`src/rtl/counter_pkg.sv`:
```
// Shared direction/mode encodings for the counter and future timer blocks.
package counter_pkg;

  localparam logic DIR_UP    = 1'b1;
  localparam logic DIR_DOWN  = 1'b0;
  localparam logic MODE_WRAP = 1'b0;
  localparam logic MODE_SAT  = 1'b1;

endpackage

```
`src/rtl/counter_prescaler.sv`:
```
// Clock-enable prescaler: tick fires every div+1 enabled cycles; clear restarts the period.
module counter_prescaler
  import counter_pkg::*;
#(
  parameter int PRESC_W = 4
) (
  input  logic               clk,
  input  logic               rst,
  input  logic               enable,
  input  logic               clear,
  input  logic [PRESC_W-1:0] div,
  output logic               tick
);

  logic [PRESC_W-1:0] pcnt_q;
  logic [PRESC_W-1:0] pcnt_d;

  // A shrunk div leaves pcnt above it; the increment then overflows back to 0.
  assign tick = enable && !clear && (pcnt_q == div);

  always_comb begin
    pcnt_d = pcnt_q;
    if (clear) begin
      pcnt_d = '0;
    end else if (enable) begin
      if (pcnt_q == div) pcnt_d = '0;
      else               pcnt_d = pcnt_q + 1'b1;
    end
  end

  always_ff @(posedge clk or posedge rst) begin
    if (rst) pcnt_q <= '0;
    else     pcnt_q <= pcnt_d;
  end

endmodule

```
`src/rtl/updown_counter.sv`:
```
// Up/down modulo counter with load, wrap/saturate, prescaler and terminal-count pulse.
// Optional compare output enabled by defining UPDOWN_COUNTER_MATCH_EN.
module updown_counter
  import counter_pkg::*;
#(
  parameter int          WIDTH   = 8,
  parameter int unsigned MAX     = (2 ** WIDTH) - 1,
  parameter int          PRESC_W = 4
) (
  input  logic               clk,
  input  logic               rst,
  input  logic               enable,
  input  logic               dir,
  input  logic               sat,
  input  logic [PRESC_W-1:0] presc_div,
  input  logic               load,
  input  logic [WIDTH-1:0]   load_val,
  input  logic [WIDTH-1:0]   cmp_val,
  output logic [WIDTH-1:0]   out,
  output logic               tc,
  output logic               match
);

  localparam logic [WIDTH-1:0] MAX_V = WIDTH'(MAX);

  logic [WIDTH-1:0] out_q, out_d;
  logic             tc_q, tc_d;
  logic             step;
  logic             at_bound;

  function automatic logic [WIDTH-1:0] clamp_load(input logic [WIDTH-1:0] v);
    return (v > MAX_V) ? MAX_V : v;
  endfunction

  // Bounds are checked before the arithmetic so a non-power-of-two MAX wraps correctly.
  function automatic logic [WIDTH-1:0] next_count(input logic [WIDTH-1:0] cur,
                                                  input logic up, input logic mode);
    logic [WIDTH-1:0] nxt;
    if (up == DIR_UP) begin
      if (cur < MAX_V)            nxt = cur + 1'b1;
      else if (mode == MODE_SAT)  nxt = MAX_V;
      else                        nxt = '0;
    end else begin
      if (cur > '0)               nxt = cur - 1'b1;
      else if (mode == MODE_SAT)  nxt = '0;
      else                        nxt = MAX_V;
    end
    return nxt;
  endfunction

  counter_prescaler #(
    .PRESC_W (PRESC_W)
  ) u_presc (
    .clk    (clk),
    .rst    (rst),
    .enable (enable),
    .clear  (load),
    .div    (presc_div),
    .tick   (step)
  );

  assign at_bound = (dir == DIR_UP) ? (out_q == MAX_V) : (out_q == '0);

  always_comb begin
    out_d = out_q;
    tc_d  = 1'b0;
    if (load) begin
      out_d = clamp_load(load_val);
    end else if (step) begin
      out_d = next_count(out_q, dir, sat);
      tc_d  = at_bound;
    end
  end

  always_ff @(posedge clk or posedge rst) begin
    if (rst) begin
      out_q <= '0;
      tc_q  <= 1'b0;
    end else begin
      out_q <= out_d;
      tc_q  <= tc_d;
    end
  end

  assign out = out_q;
  assign tc  = tc_q;

`ifdef UPDOWN_COUNTER_MATCH_EN
  assign match = (out_q == cmp_val);
`else
  logic unused_cmp;
  assign unused_cmp = ^cmp_val;
  assign match      = 1'b0;
`endif

endmodule

```
`config.mk`:
```
export PLATFORM = sky130hd
export DESIGN_NAME = updown_counter
export DESIGN_NICKNAME = d
export VERILOG_FILES = /design/src/rtl/counter_pkg.sv /design/src/rtl/counter_prescaler.sv /design/src/rtl/updown_counter.sv
export SDC_FILE = /design/constraint.sdc
export NUM_CORES = 1
export LEC_CHECK = 0
export CAP_MARGIN = 25
export CORE_MARGIN = 1.5
export CORE_UTILIZATION = 30
export CTS_CLUSTER_DIAMETER = 40
export DETAILED_ROUTE_END_ITERATION = 16
export SETUP_SLACK_MARGIN = 0.4
export SYNTH_ARGS = -nofsm -noshare
export SYNTH_HDL_FRONTEND = slang
export SYNTH_SLANG_ARGS = --single-unit
```
`constraint.sdc`:
```
create_clock -name clk -period 2.1 [get_ports clk]
set_input_delay 0.21 -clock clk [delete_from_list [all_inputs] [get_ports clk]]
set_output_delay 0.21 -clock clk [all_outputs]
set_load 0.02 [all_outputs]
```
* Yosys cells after proc, flatten, opt, wreduce, memory -nomap -nowiden
Cells that the tools add are included.
** Word-level totals
- Input port bits :: 26
- Memories kept :: 0
- Register bits :: 13
- Bits in latches :: 0
- Bits in read-only memories :: 0
- Memory bits (writable) :: 0
** Cells by class
- Divide/modulo/power cells :: 0
- Mux-type cells :: 14
- $mul :: 0
- Magnitude comparators :: 3
- Reductions and logical operators :: 6
- Shifts and indexed selects :: 0
- $add $sub $neg :: 3
- Eq/ne operators :: 2
- Bitwise gates (word level) :: 0
** Operator list (number)
- 2-to-1 mux 8 bit :: 8
- 2-to-1 mux 4 bit :: 3
- adder 8 x 1 -> 8 bit (second input constant) :: 1
- equality test 8 bit (second input constant) :: 1
- > comparator 8 x 1 -> 1 bit (second input constant) :: 1
- > comparator 8 bit (second input constant) :: 1
- logical NOT 8 bit :: 1
- less-than comparator 8 bit (second input constant) :: 1
- subtractor 8 x 1 -> 8 bit (second input constant) :: 1
- adder 4 x 1 -> 4 bit (second input constant) :: 1
- equality test 4 bit :: 1
- nonzero test 2 bit :: 2
- 2-to-1 mux 1 bit :: 3
- logical AND 1 bit :: 2
- logical NOT 1 bit :: 1

* Depth between registers and ports, before layout
- Depth in word-level cells :: 5
- Mapped depth :: 7
- Mapped depth without buffers :: 7

* Cells and area by module
From an unflattened synthesis, not the netlist that was laid out.
** Second synthesis, totals
- Cells, all modules :: 152
- Area total of the unflattened synthesis :: 1296.2 um2
** By module, submodules not included
- updown_counter :: instances 1, area each 1006.0 um2, seq. area each 225.2 um2, cells each 124
- counter_prescaler :: instances 1, area each 290.3 um2, seq. area each 100.1 um2, cells each 28

* Worst setup path after synthesis
Ideal clock, no wire load.
- Kind :: reg-to-reg
- Start point :: register out_q[0] (netlist: out[0])
- End point :: register out_q[3] (netlist: out[3])
- Setup slack :: 0.019 ns
- Clock period less this slack :: 2.081 ns
- Arrival :: 1.977 ns
- Stages on the path, launching flop included :: 8
- Path buffers :: 0
- Required time :: 1.996 ns
- Path through :: dfrtp_1 inv_1 ha_1 nor3b_2 a2111oi_0 o21ai_0 a32o_1 a221oi_1
** On the way
- Word-level cells in the longest chain between the ends :: 5
- Elaborated cells on any way between the ends :: 9
** Ends and longest elaborated chain
- from (decl) :: line updown_counter.sv:26 : logic [WIDTH-1:0] out_q, out_d;
- from (signal assigned) :: line updown_counter.sv:80 : out_q <= out_d;
- subtractor 8 x 1 -> 8 bit (tied with other cells) :: line updown_counter.sv:44 : if (cur > '0) nxt = cur - 1'b1;
- 2-to-1 mux 8 bit, on equally long branches :: line updown_counter.sv:44, updown_counter.sv:40
- 2-to-1 mux 8 bit (*) :: line updown_counter.sv:39 : if (up == DIR_UP) begin
- 2-to-1 mux 8 bit (*) :: line updown_counter.sv:69 : end else if (step) begin
- 2-to-1 mux 8 bit (*) :: line updown_counter.sv:67 : if (load) begin
Mark *: on every way between the ends. The rest lies on a longest branch, timed or not. The select of a mux whose other input is x is not followed.
A chain may end at the register's enable or synchronous reset.

* Worst setup path in the final report
- Start point :: register out_q[1] (netlist: out[1])
- End point :: register out_q[5] (netlist: out[5])
Same word-level chain as after synthesis.

==> implementation parameters <==
Parameter                              Value

Clocking
  Number of CTS-inserted buffers ... 3
  H-Tree Depth ... 1
  Clock tree from TritonCTS ... built
  Clock network latency to the later pin of the worst-skew pair ... 0.25 ns
  Clock-pin slew reported for the worst setup and hold paths after clock tree synthesis ... 0.07 ns
  Clock Root Buffer ... sky130_fd_sc_hd__clkbuf_8
  Sink Count ... 13
  Number of buffers on the longest clock path ... 2
  # hold bufs at CTS ... 0

Drt
  Initial DRC count ... 121
  DRC violation count after routing ... 0
  Total number of vias ... 1,389
  Detailed-routing wirelength on met1 ... 1730 um
  Routed Antenna Nets ... 0
  Met2 routed WL ... 1920 um
  Total detailed-routing wirelength ... 3860 um
  DR WL met3 ... 138 um
  Via density per instance ... 5.74
  Max Used Layer ... met4
  Drt pass-1 iters ... 4
  WL/cell ... 15.9 um

Setup path
  FF-to-FF path depth ... 5
  End point of the critical path ... out[5]
  Crit. Startpoint ... out[1]
  Critical Path, Cell by Cell ... or3_4, or3_1, a221o_1, a211oi_2, o31ai_1
  Kind of capture point of the worst setup path ... flip-flop
  R2r startpoint ... out[1]
  Biggest cell delay along the critical path ... 0.44 ns
  Cell with the largest stage delay on the worst path ... sky130_fd_sc_hd__dfrtp_2
  Critical path data required time ... 2.22 ns
  Reg2reg setup slack ... 0.22 ns
  Sort of element at the start of the critical path ... flip-flop
  Top fanout value on the critical path ... 3
  End of the worst register-to-register path ... out[5]
  Worst EP arrival ... 2.00 ns
  Critical Setup Path Class ... reg -> reg

Timing
  Shortest clock period the worst path allows after layout ... 1.88 ns
  Aggregate negative setup slack ... 0 ns
  Number of pins with negative max-slew slack in the final report ... 0
  Unrepaired setup endpoints after global routing ... true
  Worst slew pin tran ... 0.583 ns
  Final-report hold violation count ... 0
  Worst slew margin relative to its limit ... 61.1%
  Count of final setup violators ... 0
  Clock tree skew after final layout ... 0.00353 ns
  Timing-limited maximum frequency ... 0.531 GHz
  Fraction of the cycle the final worst path needs ... 89.6%

Floorplan
  Height of the chip ... 67.1 um
  Top-level I/O count ... 36
  Row cnt ... 23
  Initial cell density of the core ... 31.1%
  Std-Cell Core Area ... 3970 um2
  Area enclosed by the die boundary ... 4510 um2
  Die Wd ... 67.1 um

Synth
  Part of the Yosys area used for sequential elements ... 26.4%
  Register bit total from synthesis ... 13
  Number of flops mapped to enable cells by yosys ... 0
  Most instantiated flip-flop cell in the synthesis netlist ... sky130_fd_sc_hd__dfrtp_1
  Post-synthesis cell area ... 1230 um2
  Post-Synthesis Net Count ... 185
  Synth cell types ... 48
  Post-Syn Instances ... 155
  Share of synthesized flip-flops with an asynchronous set or reset ... 100%
  Synthesized area per cell ... 7.96 um2
  Synth warn ... 0

Placement
  Routability Congestion ... 0.898
  Number of buffer cells added on primary ports ... 26
  Placed instance count ... 228
  Post-DP Area ... 1590 um2
  Total half-perimeter wirelength after legalization and detailed placement ... 2660 um

Final layout
  Finished Cell Area ... 1830 um2
  Share of cells above drive strength 1 ... 29.7%
  Most common cell after layout, fill and taps aside ... sky130_fd_sc_hd__clkdlybuf4s50_1
  Final standard cell utilization of the core ... 46.1%
  Most frequent cells in the layout ... 23 x sky130_fd_sc_hd__clkdlybuf4s50_1, 19 x sky130_fd_sc_hd__nand2_1, 16 x sky130_fd_sc_hd__buf_4
  Cell Count, Final, Fillers Out ... 242
  Fill cell count ... 366
  # diodes ... 0
  Growth of design area from synthesis to finish ... 48.4%
  # nets final ... 223

Power and ir drop
  Clock power share ... 26.4%
  Design internal power ... 0.000575 W
  Total power per unit cell area ... 492 nW/um2
  Sequential power share ... 35.1%
  Switching part of the total ... 36.1%
  Combinational cell fraction of total power ... 38.5%
  Pleak ... 0.758 nW
  Maximum resistive drop on vdd ... 263 uV
  P_sw ... 0.000325 W

GRT
  Largest net degree at the start of global routing ... 14
  Gr ovfl total ... 0
  First-pass GRT wire length ... 5940 um
  Overall fraction of global-route tracks in use ... 17.4%
  Number of antenna violations at the first check in global routing ... 0
  Number of global-route vias before repair ... 1,270

Run status
  Status ... complete, no violations

Worst hold path
  Class of the most critical hold timing path ... in -> async

Run
  Max-Cap Viols ... 0
-- power by group through the flow --
| stage | Combinational [W] | Sequential (W) | Clock, W |
|---|---|---|---|
| 2_1_floorplan | 0.000166 | 0.000321 | 0 |
| 3_3_place_gp | 0.000281 | 0.000319 | 0 |
| 3_5_place_dp | 0.000285 | 0.000319 | 0 |
| 4_1_cts | 0.000315 | 0.000311 | 0.000241 |
| 5_1_grt | 0.000372 | 0.000319 | 0.000255 |
| 6_report | 0.000347 | 0.000316 | 0.000238 |
-- routing by layer --
layer	vias to the layer above	GRT usage, %
met5	-	0
met4	0	7.65
met3	4	2.36
met2	35	27.1
met1	691	23.9
li1	659	-
-- sequential cells by signal, indices dropped and copies added, names as in the netlist --
register and flops:
out 8, u_presc.pcnt_q 4, tc 1
-- worst max-delay path, delay by kind of cell, from the launching register on --
kind | cells | cell delay (ns)
AO/OA/AOI/OAI | 3 | 0.60
flip-flops | 1 | 0.44
AND/OR/NAND/NOR | 2 | 0.72
-- cells by family (layout without fill, tap and decap cells) --
group                    count (synthesis)  count (layout)  share of synthesized area [%]
adder cells (fa/ha/maj)                  4               4                           4.06
AO/OA/AOI/OAI                           50              50                           28.7
AND/OR/NAND/NOR                         61              61                           28.0
multiplexers                             4               4                           3.45
other                                    1               1                          0.304
XOR/XNOR                                 4               4                           2.84
flip-flops                              13              13                           26.4
buffers and inverters                   18              55                           6.29
-- synthesized netlist by cell type, types with 3 or more instances --
master                     count  share of area (%)
sky130_fd_sc_hd__nand3_1       3                1.2
sky130_fd_sc_hd__o31ai_1       3                1.8
sky130_fd_sc_hd__or3_1         3                1.5
sky130_fd_sc_hd__inv_1         7                2.1
sky130_fd_sc_hd__and4_1        3                2.1
sky130_fd_sc_hd__and3_1        5                2.5
sky130_fd_sc_hd__nor2_1        9                2.7
sky130_fd_sc_hd__ha_1          4                4.1
sky130_fd_sc_hd__nor3_1        3                1.2
sky130_fd_sc_hd__o21ai_0       4                1.6
sky130_fd_sc_hd__a31oi_1       6                3.0
sky130_fd_sc_hd__xor2_1        4                2.8
sky130_fd_sc_hd__clkbuf_1      5                1.5
sky130_fd_sc_hd__buf_2         5                2.0
sky130_fd_sc_hd__a21oi_1      11                4.5
sky130_fd_sc_hd__dfrtp_1      13                 26
sky130_fd_sc_hd__nand2_1      21                6.4
-- metrics by stage --
step	power (W)	setup WS, ns	hold WS, ns
6_report	0.000900	0.218	0.319
5_1_grt	0.000946	0.153	0.351
4_1_cts	0.000868	0.219	0.329
3_5_place_dp	0.000604	0.0667	0.531
3_3_place_gp	0.000600	0.108	0.512
2_1_floorplan	0.000487	0.249	0.0868
-- how the worst min path moves through the flow --
| stage | startpoint | end |
|---|---|---|
| after detailed placement | u_presc.pcnt_q[2] | u_presc.pcnt_q[2] |
| after global placement | u_presc.pcnt_q[2] | u_presc.pcnt_q[2] |
| after global routing | rst | u_presc.pcnt_q[3] |
| after floorplan | rst | out[3] |
| final | rst | out[7] |
| after CTS | rst | out[7] |
-- cell type report --
cell class                      instances  area [um2]  share of cell area [%]
Clock buffer                            3        41.3                    2.26
Clock inverter                          1        5.00                   0.273
Inverter                                7        26.3                    1.44
Multi-Input combinational cell        124         950                    51.9
Sequential cell                        13         335                    18.3
Tap cell                               50        62.6                    3.42
Timing Repair Buffer                   44         410                    22.4
-- what timing repair did --
action | CTS | global route
pin swaps | 3 | 8
buffers inserted | 5 | 5
endpoints found under the setup margin | 10 | 14
resized for setup | 8 | 28
No activity file was read; power rests on OpenSTA's default activity.
